--- config.mk ---
export PLATFORM = sky130hd
export DESIGN_NAME = pwm_multichannel
export DESIGN_NICKNAME = d
export VERILOG_FILES = /design/src/rtl/pwm_pkg.sv /design/src/rtl/pwm_timebase.sv /design/src/rtl/pwm_multichannel.sv
export SDC_FILE = /design/constraint.sdc
export NUM_CORES = 1
export LEC_CHECK = 0
export BUFFER_PORTS_ARGS = -buffer_cell sky130_fd_sc_hd__buf_2
export CAP_MARGIN = 15
export CORE_MARGIN = 1
export CORE_UTILIZATION = 40
export CTS_CLUSTER_DIAMETER = 120
export CTS_CLUSTER_SIZE = 12
export DETAILED_ROUTE_END_ITERATION = 16
export SLEW_MARGIN = 0
export SYNTH_ARGS = -nofsm -noshare
export SYNTH_HDL_FRONTEND = slang
export SYNTH_HIERARCHICAL = 1
export SYNTH_SLANG_ARGS = --single-unit
--- constraint.sdc ---
create_clock -name clk -period 4.8 [get_ports clk]
set_clock_uncertainty 0.2 [all_clocks]
set_input_delay 0.48 -clock clk [delete_from_list [all_inputs] [get_ports clk]]
set_output_delay 0.48 -clock clk [all_outputs]
set_load 0.01 [all_outputs]
--- src/rtl/pwm_pkg.sv ---
// ---------------------------------------------------------------------------
// pwm_pkg
// Shared definitions for the multichannel PWM block.
//   pwm_mode_e  : counting mode (edge-aligned or center-aligned)
//   cnt_max()   : largest counter/duty value for a given resolution
//   duty_idx_w(): width of the duty channel index for a given channel count
// ---------------------------------------------------------------------------
package pwm_pkg;

    typedef enum logic {
        MODE_EDGE   = 1'b0,
        MODE_CENTER = 1'b1
    } pwm_mode_e;

    // All-ones value of a CNT_W-bit counter. Duty equal to this is "always on".
    function automatic int cnt_max(input int cnt_w);
        return (1 << cnt_w) - 1;
    endfunction

    // A single channel still needs a one-bit index so the port exists.
    function automatic int duty_idx_w(input int num_ch);
        return (num_ch > 1) ? $clog2(num_ch) : 1;
    endfunction

endpackage

--- src/rtl/pwm_timebase.sv ---
// ---------------------------------------------------------------------------
// pwm_timebase
// Shared period generator for all PWM channels: prescaler, edge/center
// up-down counter, mode latch and period boundary detection.
// Ports:
//   clk, rst_n   : system clock, asynchronous active-low reset
//   center_mode  : requested mode, sampled only at a period boundary
//   prescale     : counter advances once per (prescale+1) clocks
//   cnt          : current period counter value
//   wrap         : combinational, high in the cycle whose edge returns cnt
//                  to 0 (the boundary); used to load the active duty values
//   period_tick  : registered, high for the one cycle in which cnt is 0
//                  right after a boundary
// ---------------------------------------------------------------------------
module pwm_timebase
    import pwm_pkg::*;
#(
    parameter int CNT_W   = 8,
    parameter int PRESC_W = 8
) (
    input  logic               clk,
    input  logic               rst_n,
    input  logic               center_mode,
    input  logic [PRESC_W-1:0] prescale,
    output logic [CNT_W-1:0]   cnt,
    output logic               wrap,
    output logic               period_tick
);

    localparam int              MAX_VAL = cnt_max(CNT_W);
    localparam logic [CNT_W-1:0] TOP    = CNT_W'(MAX_VAL - 1);
    localparam logic [CNT_W-1:0] ONE    = CNT_W'(1);

    logic [PRESC_W-1:0] presc_cnt;
    logic [PRESC_W-1:0] presc_lim_q;
    logic [PRESC_W-1:0] presc_lim;
    logic               adv;
    logic               dir_up;
    pwm_mode_e          mode;

    // The prescale limit is captured at the start of each prescaler window,
    // so a new prescale value only takes effect once the current window has
    // wrapped. In the first cycle of a window the live input is used so the
    // new value applies immediately after the wrap.
    always_comb begin
        presc_lim = presc_lim_q;
        if (presc_cnt == '0) begin
            presc_lim = prescale;
        end
        adv = (presc_cnt == presc_lim);
    end

    // Boundary detection: edge mode wraps after MAX-1, center mode wraps
    // when counting down from 1. Either way the next cnt value is 0.
    always_comb begin
        wrap = 1'b0;
        if (adv) begin
            if (mode == MODE_EDGE) begin
                wrap = (cnt == TOP);
            end else begin
                wrap = !dir_up && (cnt == ONE);
            end
        end
    end

    // Prescaler: counts 0..limit, returns to 0 on the advance cycle.
    always_ff @(posedge clk or negedge rst_n) begin
        if (!rst_n) begin
            presc_cnt   <= '0;
            presc_lim_q <= '0;
        end else begin
            if (presc_cnt == '0) begin
                presc_lim_q <= prescale;
            end
            if (adv) begin
                presc_cnt <= '0;
            end else begin
                presc_cnt <= presc_cnt + 1'b1;
            end
        end
    end

    // Period counter. At a boundary the mode is re-latched and the
    // direction forced up, so a mode change never lands mid-period. In
    // center mode the counter turns around at MAX-1 and counts down to 0.
    always_ff @(posedge clk or negedge rst_n) begin
        if (!rst_n) begin
            cnt         <= '0;
            dir_up      <= 1'b1;
            mode        <= MODE_EDGE;
            period_tick <= 1'b0;
        end else begin
            period_tick <= wrap;
            if (wrap) begin
                cnt    <= '0;
                dir_up <= 1'b1;
                mode   <= pwm_mode_e'(center_mode);
            end else if (adv) begin
                if (mode == MODE_CENTER && !dir_up) begin
                    cnt <= cnt - 1'b1;
                end else if (mode == MODE_CENTER && cnt == TOP) begin
                    dir_up <= 1'b0;
                    cnt    <= cnt - 1'b1;
                end else begin
                    cnt <= cnt + 1'b1;
                end
            end
        end
    end

endmodule

--- src/rtl/pwm_multichannel.sv ---
// ---------------------------------------------------------------------------
// pwm_multichannel
// NUM_CH PWM outputs driven from one shared timebase, with double-buffered
// per-channel duty registers that only take effect at a period boundary.
// Ports:
//   clk, rst_n   : system clock, asynchronous active-low reset
//   out_en       : per-channel output enable (0 forces the pin low)
//   pwm_en       : per-channel PWM enable (0 = static high when enabled)
//   center_mode  : 0 edge-aligned, 1 center-aligned (applied at boundary)
//   prescale     : counter advances once per (prescale+1) clocks
//   duty_we      : single-cycle duty write strobe
//   duty_ch      : channel index of the write; indices >= NUM_CH ignored
//   duty_data    : new duty value, written to the pending register
//   out          : registered PWM outputs
//   period_tick  : one-cycle pulse at each period boundary
// ---------------------------------------------------------------------------
module pwm_multichannel
    import pwm_pkg::*;
#(
    parameter int NUM_CH  = 16,
    parameter int CNT_W   = 8,
    parameter int PRESC_W = 8
) (
    input  logic                          clk,
    input  logic                          rst_n,
    input  logic [NUM_CH-1:0]             out_en,
    input  logic [NUM_CH-1:0]             pwm_en,
    input  logic                          center_mode,
    input  logic [PRESC_W-1:0]            prescale,
    input  logic                          duty_we,
    input  logic [duty_idx_w(NUM_CH)-1:0] duty_ch,
    input  logic [CNT_W-1:0]              duty_data,
    output logic [NUM_CH-1:0]             out,
    output logic                          period_tick
);

    localparam int IDX_W = duty_idx_w(NUM_CH);

    logic [CNT_W-1:0]  cnt;
    logic              wrap;
    logic [NUM_CH-1:0] out_next;

    pwm_timebase #(
        .CNT_W   (CNT_W),
        .PRESC_W (PRESC_W)
    ) u_timebase (
        .clk         (clk),
        .rst_n       (rst_n),
        .center_mode (center_mode),
        .prescale    (prescale),
        .cnt         (cnt),
        .wrap        (wrap),
        .period_tick (period_tick)
    );

    for (genvar i = 0; i < NUM_CH; i++) begin : g_ch
        logic [CNT_W-1:0] pending_duty;
        logic [CNT_W-1:0] active_duty;

        // Duty double buffer. Each slice decodes its own index, so an
        // out-of-range index simply matches no slice. On a boundary the
        // active copy takes the pending value from before any same-cycle
        // write, which then waits for the following boundary.
        always_ff @(posedge clk or negedge rst_n) begin
            if (!rst_n) begin
                pending_duty <= '0;
                active_duty  <= '0;
            end else begin
                if (duty_we && duty_ch == IDX_W'(i)) begin
                    pending_duty <= duty_data;
                end
                if (wrap) begin
                    active_duty <= pending_duty;
                end
            end
        end

        // cnt never exceeds MAX-1, so duty 0 is always low and duty MAX
        // is always high without special cases.
        assign out_next[i] = out_en[i] & (pwm_en[i] ? (cnt < active_duty) : 1'b1);
    end

    // Output register: one clock from counter/enable change to the pin.
    always_ff @(posedge clk or negedge rst_n) begin
        if (!rst_n) begin
            out <= '0;
        end else begin
            out <= out_next;
        end
    end

endmodule

Yosys cells after proc, flatten, opt, wreduce, memory -nomap -nowiden. Cells that the tools add are included.

$add $sub $neg: 3. Order comparisons: 16. Equal/unequal tests: 19. Muxes and demuxes: 28. Bitwise operators: 16. Reductions and logical operators: 25.

Operators with widths (count): $lt 8x8->1 (16); $mux 8 (6); $eq 4x4->1 const B (8); $mux 1 (22); $logic_and 1x1->1 (19); $add 8x1->8 const B (2); $and 1x1->1 (16); $eq 4x3->1 const B (4); $eq 4x2->1 const B (2); $eq 8x1->1 const B (1); $eq 8x8->1 (1); $eq 8x8->1 const B (1); $logic_not 8->1 (1); $sub 8x1->8 const B (1); $eq 4x1->1 const B (1); $logic_not 4->1 (1); $reduce_bool 2->1 (2); $reduce_and 3->1 (1); $ne 2x1->1 const B (1); $logic_not 1->1 (1).

Bits in registers: 299. Input port bits: 56. Word-level logic and storage cells: 146.

Depth between registers and ports, before layout. Gate-level depths: netlist of run 1.

Depth in word-level cells: 6. Depth in mapped cells: 14. Gate-level depth less buffers: 9.

By module. Netlist of run 1, hierarchy kept.

Modules (own cells, without submodules): pwm_multichannel (times used 1, cells an instance 1090, area each 12555.8 sq um, seq. area each 6806.5 sq um); pwm_timebase (times used 1, cells an instance 190, area each 1660.3 sq um, seq. area each 676.9 sq um).

Worst setup path before layout of run 1. OpenSTA, ideal clock, no wires.

Path kind: register to register. From: register u_timebase.presc_cnt[0]. To: register g_ch[0].active_duty[0]. Library setup time: 0.125 ns. Arrival: 3.087 ns. Required time: 4.475 ns. Setup slack: 1.388 ns. Stages on the path, launching flop included: 13. Path buffers: 4. Period minus slack after synthesis: 3.412 ns. Cells stage by stage: dfrtp_1 -> clkbuf_1 -> inv_1 -> ha_1 -> nor3b_1 -> and2_1 -> buf_2 -> o41a_1 -> nor4_4 -> and2_1 -> clkbuf_1 -> clkbuf_1 -> mux2_2.

Longest elaborated chain between the ends: 4.

RTL lines: start, declared (line pwm_timebase.sv:34) `logic [PRESC_W-1:0] presc_cnt;`; start signal, assigned (line pwm_timebase.sv:78) `presc_cnt <= presc_cnt + 1'b1;`; $logic_not 8->1 (line pwm_timebase.sv:47) `if (presc_cnt == '0) begin`; $mux 8; $eq 8x8->1 (*) (line pwm_timebase.sv:50) `adv = (presc_cnt == presc_lim);`; $mux 1 (*) (line pwm_timebase.sv:57) `if (adv) begin`; net wrap (line pwm_multichannel.sv:40) `logic wrap;`; end signal, assigned (line pwm_multichannel.sv:73) `active_duty <= pending_duty;`; end, declared (line pwm_multichannel.sv:58) `logic [CNT_W-1:0] active_duty;`.

Mark *: on every way through the listed nets, which the timed path passes. The rest lies on a longest branch. A chain may end at the register's enable or synchronous reset.

Worst setup path in the final report of run 1.
From: register u_timebase.presc_cnt[0]. To: register g_ch[4].active_duty[5].

Longest elaborated chain between the ends: 4.

RTL lines (line): $logic_not 8->1 (pwm_timebase.sv:47); $mux 8; $eq 8x8->1 (*) (pwm_timebase.sv:50); $mux 1 (*) (pwm_timebase.sv:57); net wrap (pwm_multichannel.sv:40); end signal, assigned (pwm_multichannel.sv:73); end, declared (pwm_multichannel.sv:58).

Marked as above.

==> results of run 1 <==
[kinds of logic after synthesis]
group	after synthesis
simple gates	276
compound gates	260
buf+inv	173
fa+ha+maj	118
flops	299
xor+xnor	8
mux	146
[cell type report]
class,instances,area [µm²]
sequential,299,7480
clock buffer,40,767
inverter,125,469
fill,3198,18500
tap,455,569
timing repair buffer,133,948
multi-input combinational,808,6050
[registers in the layout (all words and copies together), names as in the netlist]
| signal | count |
|---|---|
| g_ch.active_duty | 128 |
| g_ch.pending_duty | 128 |
| out | 16 |
| u_timebase/cnt | 8 |
| u_timebase/dir_up | 1 |
| u_timebase/mode | 1 |
| u_timebase/period_tick | 1 |
| u_timebase/presc_cnt | 8 |
| u_timebase/presc_lim_q | 8 |
[final timing paths]
check,startpoint,to,slack (ns),cells past startpoint
setup / recovery,u_timebase/presc_cnt[0],g_ch[4].active_duty[5],1.09,11
hold / removal,pwm_en[11],out[11],0.06,2
setup reg to reg,u_timebase/presc_cnt[0],g_ch[4].active_duty[5],1.09,11
hold reg to reg,g_ch[13].pending_duty[6],g_ch[13].active_duty[6],0.27,2
max in group asynchronous,rst_n,g_ch[6].pending_duty[3],2.84,3
min in group asynchronous,rst_n,g_ch[14].pending_duty[4],0.41,2
[power groups by stage]
| stage | sequential, µW | clock (µW) | combinational, µW |
|---|---|---|---|
| global placement | 3120 | 0 | 923 |
| floorplan | 3080 | 0 | 629 |
| detailed placement | 3130 | 0 | 947 |
| finish | 3080 | 2000 | 961 |
| CTS | 3080 | 2070 | 971 |
| global route | 3130 | 2160 | 1090 |
[per-stage QoR]
step	total power [µW]	util (%)	hold WS, ns
2_1_floorplan	3710	-	-0.0156
3_3_place_gp	4040	43.5	0.255
3_5_place_dp	4070	43.5	0.265
4_1_cts	6120	46.8	0.0262
5_1_grt	6390	46.8	0.0302
6_report	6040	46.8	0.0583
[synthesized netlist by cell type (all sizes together), types with 17 or more instances]
| master | instances |
|---|---|
| o21a | 18 |
| a21oi | 18 |
| nand2b | 27 |
| a31oi | 17 |
| dfrtp | 298 |
| a2111oi | 18 |
| a21o | 20 |
| mux2 | 144 |
| clkbuf | 33 |
| ha | 118 |
| nand2 | 172 |
| nor2 | 21 |
| inv | 125 |
| o2111ai | 17 |
| o21ai | 141 |
[layer usage]
| metal | part of all wire [%] | vias up |
|---|---|---|
| li1 | - | 4626 |
| met1 | 48 | 4693 |
| met2 | 46 | 164 |
| met3 | 4.1 | 33 |
| met4 | 1.7 | 2 |
| met5 | 0.041 | - |
[worst max-delay path: stages (launching register included)]
cell,delay [ns]
dfrtp_1,0.50
inv_1,0.08
ha_1,0.20
nor3b_1,0.15
and2_1,0.28
o41a_1,0.49
nor4_4,0.21
buf_4,0.29
and2_4,0.52
buf_12,0.27
buf_4,0.24
o21ai_0,0.11
==> key figures, run 1 <==
Route
  – Initial DRC Count: 592
  – Via Count: between 9000 and 10000
  – Post-route DRC: 0
  – WL/cell: 17.1 µm
  – 1st-pass router iterations: 5
  – Routed WL: 31900 µm
  – Post-DRT Antenna Nets: 0
  – Routed vias/inst: 5.12

CTS
  – Clock Tree Buf Depth: 3
  – Reg clk slew, reported paths: around 0.060 ns
  – Hold buffer count at CTS: 38
  – CTS tree: done
  – H-tree depth: 1
  – Clock Sinks: around 300
  – Clock latency on the worst-skew pair: 0.55 ns
  – Root buf cell: clkbuf_16
  – Post-CTS Setup Bufs: 0
  – Post_cts resized: 0
  – CTS Buf Count: 28

Synth
  – Synth Instances: 1280
  – Post-Synth Adder-Cell Area: 10.4%
  – Cell taking the most area after synthesis: dfrtp_1
  – Synth top area share: a little over half
  – Syn avg cell area: 11.1 µm²
  – Syn nets: 1454
  – Main combinational cell family by area after synthesis: multiplexers
  – Post-synthesis async set-or-reset flop share: 100%
  – Compound-Gate Fraction of Synth Area: 11.1%
  – Mapped cell area: 0.0142 mm²
  – Register area share after synthesis: 52.6%
  – Post-Synth Simple-Gate Area: a little under a tenth
  – Yosys reg bits: 299
  – Dominant synthesized flop cell: dfrtp_1
  – Top area cells in the synthesized netlist: dfrtp_1, ha_1, mux2_2
  – Fraction of synthesized area in multiplexers: 11.5%
  – Post-synthesis xor/xnor area fraction: 0.493%
  – Synth unique cells: between 40 and 50
  – Ys Warns: 6
  – EDFF count, synth: 0

Critical path
  – Crit Path Category: flip-flop to flip-flop
  – CP required: 5.02 ns
  – Critical path launch point type: flip-flop
  – Setup crit end kind: flip-flop
  – CP max FO: 45
  – Crit path DAT: 3.92 ns

Timing
  – RSZ-0062 raised after global routing: no
  – Fin crit period: 3.71 ns
  – Max-slew violations: 0
  – Final Hold Viols: 0
  – Setup TNS Final: 0 ns
  – Max_slew headroom: 44.0%
  – Highest clock rate: 270 MHz
  – Final setup viols: 0
  – Tcrit/Tclk final: 77.2%
  – Worst slew pin tran: 0.838 ns
  – Final worst setup slack: 1.09 ns

GRT
  – Busiest layer in global routing: met2
  – GRT overflow: 0
  – GRT Resource Usage Total: between 10% and 20%
  – M1 GR Usage: between 20% and 30%
  – First-pass GRT wire length: 52600 µm
  – Vias in the first global route: 9657
  – Largest net degree at the start of global routing: around 110
  – Met3 Use GR: under 10%
  – Met2 GRT Util: 30.1%
  – Initial antenna violation count: 1

Placement
  – Pre-CTS setup slack: 1.13 ns
  – Inst Count DP: 1782
  – Placement Cell Area: 0.0151 mm²
  – Port bufs: 72
  – Final HPWL DP: 20200 µm
  – GP Congestion: between 0.8 and 0.9

Power and ir drop
  – Cell area power density: around 370 mW/mm²
  – Leak: 0.00801 µW
  – Share of power burned in the clock network: 33.0%
  – Worst VDD drop: slightly above 0.3 mV
  – Net Switching: 1640 µW
  – Power share of the combinational group: 15.9%
  – Power share of the sequential group: 51.0%
  – Switching portion of total power: 27.1%
  – Pint: 4400 µW

Min path
  – Type of the worst min-delay path: input pin to flip-flop

Floorplan
  – Site Rows: approximately 70
  – IO Count: 73
  – Die X: around 190 µm
  – Die Y: 191 µm
  – Core region area: 0.0348 mm²
  – Starting Density: 40.9%
  – Die area: 0.0363 mm²

Finish
  – Commonest non-fill, non-tap cells in the layout: dfrtp_1, nand2_1, o21ai_0, mux2_2, inv_1
  – Design Area, Final: approximately 0.016 mm²
  – Most common cell after layout, fill and taps aside: dfrtp_1
  – Layout cells sized above 1: 19.0%
  – ANT cells: 0
  – NumNets Final: ~1600
  – Final non-filler cell total: 1860
  – Area delta synth->final: 14.6%

Job
  – Max_cap viols: 0

Outcome
  – Status: finished, final reports clean
Note: power is estimated with default switching activity, not from simulation.
==> run 2, diff against run 1 <==
--- a/config.mk
+++ b/config.mk
@@ -5,6 +5,7 @@
 export SDC_FILE = /design/constraint.sdc
 export NUM_CORES = 1
 export LEC_CHECK = 0
+export ABC_AREA = 1
 export BUFFER_PORTS_ARGS = -buffer_cell sky130_fd_sc_hd__buf_2
 export CAP_MARGIN = 15
 export CORE_MARGIN = 1
==> constraint.sdc (replaced) <==
create_clock -name clk -period 3.21 [get_ports clk]
set_clock_uncertainty 0.2 [all_clocks]
set_input_delay 0.321 -clock clk [delete_from_list [all_inputs] [get_ports clk]]
set_output_delay 0.321 -clock clk [all_outputs]
set_load 0.01 [all_outputs]
==> key figures, run 2 <==
Outcome
  – Status: finished, final reports clean

GRT
  – Vias in the first global route: 10800 (+12%)
  – Largest net degree at the start of global routing: 69 (-36%)
  – GRT Resource Usage Total: 18.5% (+0.11 points)
  – Initial antenna violation count: 4 (+3)
  – First-pass GRT wire length: 56000 µm (+6.5%)
  – GRT overflow: 0 (unchanged)

Critical path
  – Worst path slowest cell: dfrtp_1
  – Crit path largest cell delay: 0.41 ns (-0.11 ns)
  – Crit-path cells: inv_1 > ha_1 > inv_1 > nor2_8 > nand3_2 > nand2_2 > nand2_1 > nand2_1 > nand2_2 > nor2_4 > nand3_1 > inv_6 > buf_12 > buf_4 > o21ai_0
  – Crit path DAT: 3.06 ns (-0.86 ns)
  – CP max FO: 59 (+31%)
  – Crit Path Category: flip-flop to flip-flop
  – Critical path launch point type: flip-flop
  – Setup crit end kind: flip-flop
  – CP required: 3.44 ns (-1.58 ns)

Route
  – Routed WL: 33000 µm (+3.4%)
  – Post-route DRC: 0 (unchanged)
  – Via Count: 10900 (+14%)
  – WL/cell: 14.6 µm (-15%)
  – Post-DRT Antenna Nets: 0 (unchanged)
  – 1st-pass router iterations: 7 (+2)
  – Initial DRC Count: 713 (+20%)
  – Routed vias/inst: 4.81 (-6.0%)

Synth
  – Synth top area share: 51.0% (-1.5 points)
  – Yosys reg bits: 299 (unchanged)
  – Post-synthesis xor/xnor area fraction: 0.719% (+0.23 points)
  – Fraction of synthesized area in multiplexers: 1.30% (-10 points)
  – Top area cells in the synthesized netlist: dfrtp_1, nand2_1, ha_1
  – Synth unique cells: 29 (-36%)
  – Ys Warns: 6 (unchanged)
  – Mapped cell area: 0.0146 mm² (+2.9%)
  – Syn avg cell area: 8.74 µm² (-21%)
  – Synth Instances: 1674 (+31%)
  – Dominant synthesized flop cell: dfrtp_1
  – EDFF count, synth: 0 (unchanged)
  – Post-synthesis async set-or-reset flop share: 100% (unchanged)
  – Register area share after synthesis: 51.2% (-1.5 points)
  – Cell taking the most area after synthesis: dfrtp_1
  – Main combinational cell family by area after synthesis: simple AND/OR/NAND/NOR gates
  – Library cell with the highest instance count after synthesis: nand2_1
  – Compound-Gate Fraction of Synth Area: 9.97% (-1.1 points)
  – Syn nets: 1848 (+27%)
  – Top cells by count, synth: nand2_1, dfrtp_1, o21ai_0, inv_1, ha_1
  – Post-Synth Simple-Gate Area: 18.6% (+9.6 points)
  – Post-Synth Adder-Cell Area: 10.1% (-0.29 points)

Placement
  – Inst Count DP: 2176 (+22%)
  – GP Congestion: 0.813 (-3.4%)
  – Final HPWL DP: 21000 µm (+3.7%)
  – Port bufs: 72 (unchanged)

Timing
  – Max_slew headroom: 36.0% (-8.0 points)
  – Max-slew violations: 0 (unchanged)
  – Tcrit/Tclk final: 88.4% (+11 points)
  – Final Hold Viols: 0 (unchanged)
  – Setup TNS Final: 0 ns (unchanged)
  – Fin crit period: 2.84 ns (-0.869 ns)
  – Highest clock rate: 352 MHz (+31%)
  – Worst slew pin tran: 0.959 ns (+0.121 ns)
  – Final setup viols: 0 (unchanged)
  – RSZ-0062 raised after global routing: no

Floorplan
  – Die Y: 193 µm (+1.4%)
  – Starting Density: 40.9% (+0.066 points)
  – IO Count: 73 (unchanged)
  – Die X: 193 µm (+1.4%)
  – Site Rows: 69 (+1.5%)
  – Die area: 0.0373 mm² (+2.8%)
  – Core region area: 0.0357 mm² (+2.7%)

Finish
  – Final core area utilization: 46.7% (-0.15 points)
  – Final non-filler cell total: 2260 (+22%)
  – Most common cell after layout, fill and taps aside: nand2_1
  – Commonest non-fill, non-tap cells in the layout: nand2_1, dfrtp_1, o21ai_0, inv_1, ha_1
  – Register area: 0.00748 mm² (unchanged)
  – Largest regs: g_ch.active_duty (128), g_ch.pending_duty (128), out (16)
  – Fillers: 3491 (+9.2%)
  – NumNets Final: 1961 (+25%)
  – Layout cells sized above 1: 9.84% (-9.2 points)
  – Area delta synth->final: 14.0%
  – Area occupied by multi-input gates: 0.00595 mm² (-1.7%)

Job
  – Max_cap viols: 0 (unchanged)

CTS
  – CTS Buf Count: 28 (unchanged)
  – Clock Tree Buf Depth: 3 (unchanged)
  – Reg clk slew, reported paths: 0.07 ns (about the same)
  – Clock latency on the worst-skew pair: 0.55 ns (about the same)
  – H-tree depth: 1 (unchanged)
  – CTS tree: done
  – Root buf cell: clkbuf_16
  – Clock Sinks: 299 (unchanged)

Min path
  – Type of the worst min-delay path: input pin to async pin

Power and ir drop
  – Worst VDD drop: 0.382 mV (+23%)
  – Cell area power density: 470 mW/mm² (+27%)
  – Leak: 0.00911 µW (+14%)
## run 2: cell types whose count changed in the layout (fill, tap and decap cells not counted), sizes merged, moves of 31 or more
cell / before / now
a21oi: 18 / 49
inv: 125 / 221
o21ai: 141 / 241
nand2: 172 / 528
mux2: 144 / 16
nor2: 21 / 60
## run 2: kinds of logic after synthesis
family / Yosys count
fa+ha+maj: 118
mux: 17
compound gates: 291
flops: 299
simple gates: 659
xor+xnor: 12
buf+inv: 278
## run 2: timing repair
action,4_1_cts,5_1_grt
resized for setup,0,3
endpoints found under the hold margin,86,0
endpoints found under the setup margin,0,7
buffers inserted,0,0
hold buffers,42,0
## run 2: area by class of cell
cell class              instances  area share (%)
diodes                          1          0.0150
well taps                     461            3.46
repair buffers                140            6.38
clock buffers                  41            4.62
inverters                     221            5.00
multi-input cells            1097            35.7
flip-flops and latches        299            44.9
## run 2: critical path, delay by kind of cell (launching register included)
family / cells / cell delay [ns]
buffers and inverters: 5 / 0.86
DFF: 1 / 0.41
AOI/OAI and AO/OA: 1 / 0.11
adders and majority gates: 1 / 0.17
and+or+nand+nor: 8 / 0.90
## run 2: per-layer routing
layer	vias to the layer above	wire length, µm	track usage [%]
met4	6	505	4.00
met1	5116	16300	25.8
met2	172	14800	30.6
met5	-	37	0
li1	5533	-	-
met3	42	1280	2.72
## run 2: path summary, 6_finish.rpt
check / start / end / slack, ns / depth (start not counted)
max: u_timebase/presc_cnt[0] / g_ch[4].active_duty[4] / 0.37 / 15
min: rst_n / g_ch[8].active_duty[6] / 0.11 / 2
max reg2reg: u_timebase/presc_cnt[0] / g_ch[4].active_duty[4] / 0.37 / 15
min reg2reg: u_timebase/dir_up / u_timebase/dir_up / 0.26 / 2
max in group asynchronous: rst_n / u_timebase/dir_up / 1.83 / 3
min in group clk: duty_data[0] / g_ch[8].pending_duty[0] / 0.19 / 3
## run 2: power by group
| part | internal [µW] | switching, µW |
|---|---|---|
| clock | 1630 | 1390 |
| combinational | 221 | 315 |
| sequential | 4110 | 171 |
| total | 5960 | 1880 |
## run 2: per-stage QoR
step / hold slack (ns) / power (µW) / worst slack [ns] / instance area (µm²)
after floorplan: -0.175 / 4600 / 0.460 / 14600
after global placement: 0.125 / 4830 / 0.414 / 15500
after detailed placement: 0.126 / 4860 / 0.345 / 15500
after CTS: 0.122 / 7950 / 0.313 / 16700
after global routing: 0.153 / 8220 / 0.00120 / 16700
final: 0.114 / 7840 / 0.372 / 16700
==> run 3, diff against run 2 <==
--- a/config.mk
+++ b/config.mk
@@ -8,6 +8,7 @@
 export ABC_AREA = 1
 export BUFFER_PORTS_ARGS = -buffer_cell sky130_fd_sc_hd__buf_2
 export CAP_MARGIN = 15
+export CORE_ASPECT_RATIO = 1.1
 export CORE_MARGIN = 1
 export CORE_UTILIZATION = 40
 export CTS_CLUSTER_DIAMETER = 120
==> key figures, run 3 (synthesis results as in run 2) <==
Timing
  – Fin crit period: 2.85 ns (+0.0131 ns)
  – Final Hold Viols: 0 (unchanged)
  – Max_slew headroom: 40.8% (+4.7 points)
  – Final setup viols: 0 (unchanged)
  – Tcrit/Tclk final: 88.8% (+0.41 points)
  – Final worst setup slack: 0.359 ns (-0.0131 ns)
  – Highest clock rate: 351 MHz (-0.46%)
  – Worst slew pin tran: 0.887 ns (-0.0711 ns)
  – Setup TNS Final: 0 ns (unchanged)
  – RSZ-0062 raised after global routing: no
  – Max-slew violations: 0 (unchanged)

CTS
  – Reg clk slew, reported paths: 0.06 ns (about the same)
  – Post_cts resized: 0 (unchanged)
  – Post-CTS Setup Bufs: 0 (unchanged)
  – Clock latency on the worst-skew pair: 0.55 ns (about the same)
  – Clock Sinks: 299 (unchanged)
  – CTS Buf Count: 28 (unchanged)
  – Clock Tree Buf Depth: 3 (unchanged)
  – Root buf cell: clkbuf_16
  – H-tree depth: 1 (unchanged)
  – Hold buffer count at CTS: 42 (unchanged)
  – CTS tree: done

Power and ir drop
  – Pint: 5910 µW (-0.80%)
  – Power share of the combinational group: 6.9% (about the same)
  – Leak: 0.00913 µW (+0.15%)
  – Cell area power density: 464 mW/mm² (-1.2%)
  – Switching portion of total power: 23.9% (-0.079 points)
  – Worst VDD drop: 0.413 mV (+8.1%)
  – Net Switching: 1850 µW (-1.2%)
  – Share of power burned in the clock network: 38.0% (-0.6 points)
  – Power share of the sequential group: 55.1% (+0.5 points)

Floorplan
  – Die X: 184 µm (-4.6%)
  – Die area: 0.0373 mm² (about the same)
  – Die Y: 203 µm (+4.8%)
  – Core region area: 0.0361 mm² (+0.94%)
  – Starting Density: 40.5% (-0.38 points)
  – IO Count: 73 (unchanged)
  – Site Rows: 73 (+5.8%)

Critical path
  – Gate family responsible for the most delay along the worst path: buffers and inverters
  – Critical path launch point type: flip-flop
  – Crit path DAT: 3.07 ns (about the same)
  – CP required: 3.43 ns (about the same)
  – Sum of buffers and inverters on the critical path: 5 (unchanged)
  – Setup crit end kind: flip-flop
  – CP max FO: 28 (-53%)
  – R2r setup slk: 0.36 ns (about the same)
  – Crit path largest cell delay: 0.40 ns (about the same)
  – Worst path slowest cell: dfrtp_1
  – Reg2reg path depth: 15 (unchanged)
  – Crit-path cells: inv_1 > ha_1 > inv_1 > nor2_8 > nand3_2 > nand2_2 > nand2_1 > nand2_1 > nand3_2 > nor2_4 > nand3_1 > inv_6 > buf_12 > buf_4 > o21ai_0
  – Worst R2R Start: u_timebase/presc_cnt[0]
  – Crit Path Category: flip-flop to flip-flop
  – R2R Path End: g_ch[9].active_duty[6]

Min path
  – Type of the worst min-delay path: input pin to async pin

Route
  – Initial DRC Count: 574 (-19%)
  – WL/cell: 14.1 µm (-3.5%)
  – Routed vias/inst: 4.71 (-2.1%)
  – Met2 routed WL: 16000 µm (+8.0%)
  – DR top layer: met4
  – 1st-pass router iterations: 5 (-2)
  – Wire length on met1: 14900 µm (-8.7%)
  – Post-route DRC: 0 (unchanged)
  – Via Count: 10800 (-0.83%)
  – Routed WL: 32300 µm (-2.2%)
  – Post-DRT Antenna Nets: 0 (unchanged)
  – WL met3: 822 µm (-36%)

Placement
  – Final HPWL DP: 21300 µm (+1.4%)
  – GP Congestion: 0.805 (-0.96%)
  – Port bufs: 72 (unchanged)
  – Pre-CTS setup slack: 0.328 ns (-0.0164 ns)

GRT
  – First-pass GRT wire length: 54100 µm (-3.4%)
  – GRT Resource Usage Total: 18.1% (-0.38 points)
  – Vias in the first global route: 10600 (-1.9%)
  – GRT overflow: 0 (unchanged)
  – Largest net degree at the start of global routing: 84 (+22%)
  – Initial antenna violation count: 2 (-2)

Outcome
  – Status: finished, final reports clean

Finish
  – Fillers: 3537 (+1.3%)
  – Area delta synth->final: 14.4%
  – NumNets Final: 1965 (+0.20%)
  – Largest regs: g_ch.active_duty (128), g_ch.pending_duty (128), out (16)
  – Commonest non-fill, non-tap cells in the layout: nand2_1, dfrtp_1, o21ai_0, inv_1, ha_1
  – Layout cells sized above 1: 10.0% (+0.21 points)
  – Area occupied by multi-input gates: 0.00595 mm² (unchanged)
  – Register area: 0.00748 mm² (unchanged)
  – Most common cell after layout, fill and taps aside: nand2_1

Job
  – Max_cap viols: 0 (unchanged)
run 3: changes by cell type in the layout (fill, tap and decap cells not counted), sizes merged:
cell and change:
buf +4, clkinv +1, diode +1, clkbuf -2
run 3: worst max-delay path by stage:
| stage | from | to | depth (start not counted) |
|---|---|---|---|
| global placement | u_timebase/presc_cnt[0] | g_ch[9].active_duty[6] | 15 |
| detailed placement | u_timebase/presc_cnt[0] | g_ch[9].active_duty[6] | 15 |
| floorplan | u_timebase/cnt[4] | g_ch[10].active_duty[0] | 10 |
| global route | u_timebase/presc_cnt[0] | g_ch[8].active_duty[4] | 15 |
| CTS | u_timebase/presc_cnt[0] | g_ch[9].active_duty[6] | 15 |
| finish | u_timebase/presc_cnt[0] | g_ch[9].active_duty[6] | 15 |
run 3: stage by stage:
stage	hold WS, ns	cells	total power [µW]	cell area [µm²]	utilization, %
2_1_floorplan	-0.175	1674	4600	14600	-
3_3_place_gp	0.122	2206	4830	15500	43.1
6_report	0.113	2290	7770	16700	46.4
4_1_cts	0.126	2288	7890	16700	46.4
3_5_place_dp	0.126	2206	4850	15500	43.1
5_1_grt	0.159	2290	8140	16700	46.4
run 3: layout make-up:
type                            instances  share of cell area (%)
Antenna cell                            2                  0.0299
Clock buffer                           39                    4.43
Clock inverter                          1                  0.0972
Inverter                              221                    4.99
Multi-Input combinational cell       1097                    35.6
Sequential cell                       299                    44.7
Tap cell                              487                    3.64
Timing Repair Buffer                  144                    6.52
run 3: layer usage:
| layer | vias up | global-route usage (%) |
|---|---|---|
| met4 | 0 | 4.17 |
| met2 | 119 | 32.3 |
| met3 | 40 | 1.76 |
| met5 | - | 0 |
| li1 | 5547 | - |
| met1 | 5073 | 23.7 |
run 3: power groups by stage:
| stage | Clock [µW] | Sequential, µW | Combinational (µW) |
|---|---|---|---|
| 2_1_floorplan | 0 | 4310 | 295 |
| 3_3_place_gp | 0 | 4340 | 490 |
| 3_5_place_dp | 0 | 4350 | 507 |
| 4_1_cts | 3060 | 4280 | 548 |
| 5_1_grt | 3180 | 4330 | 635 |
| 6_report | 2950 | 4280 | 534 |
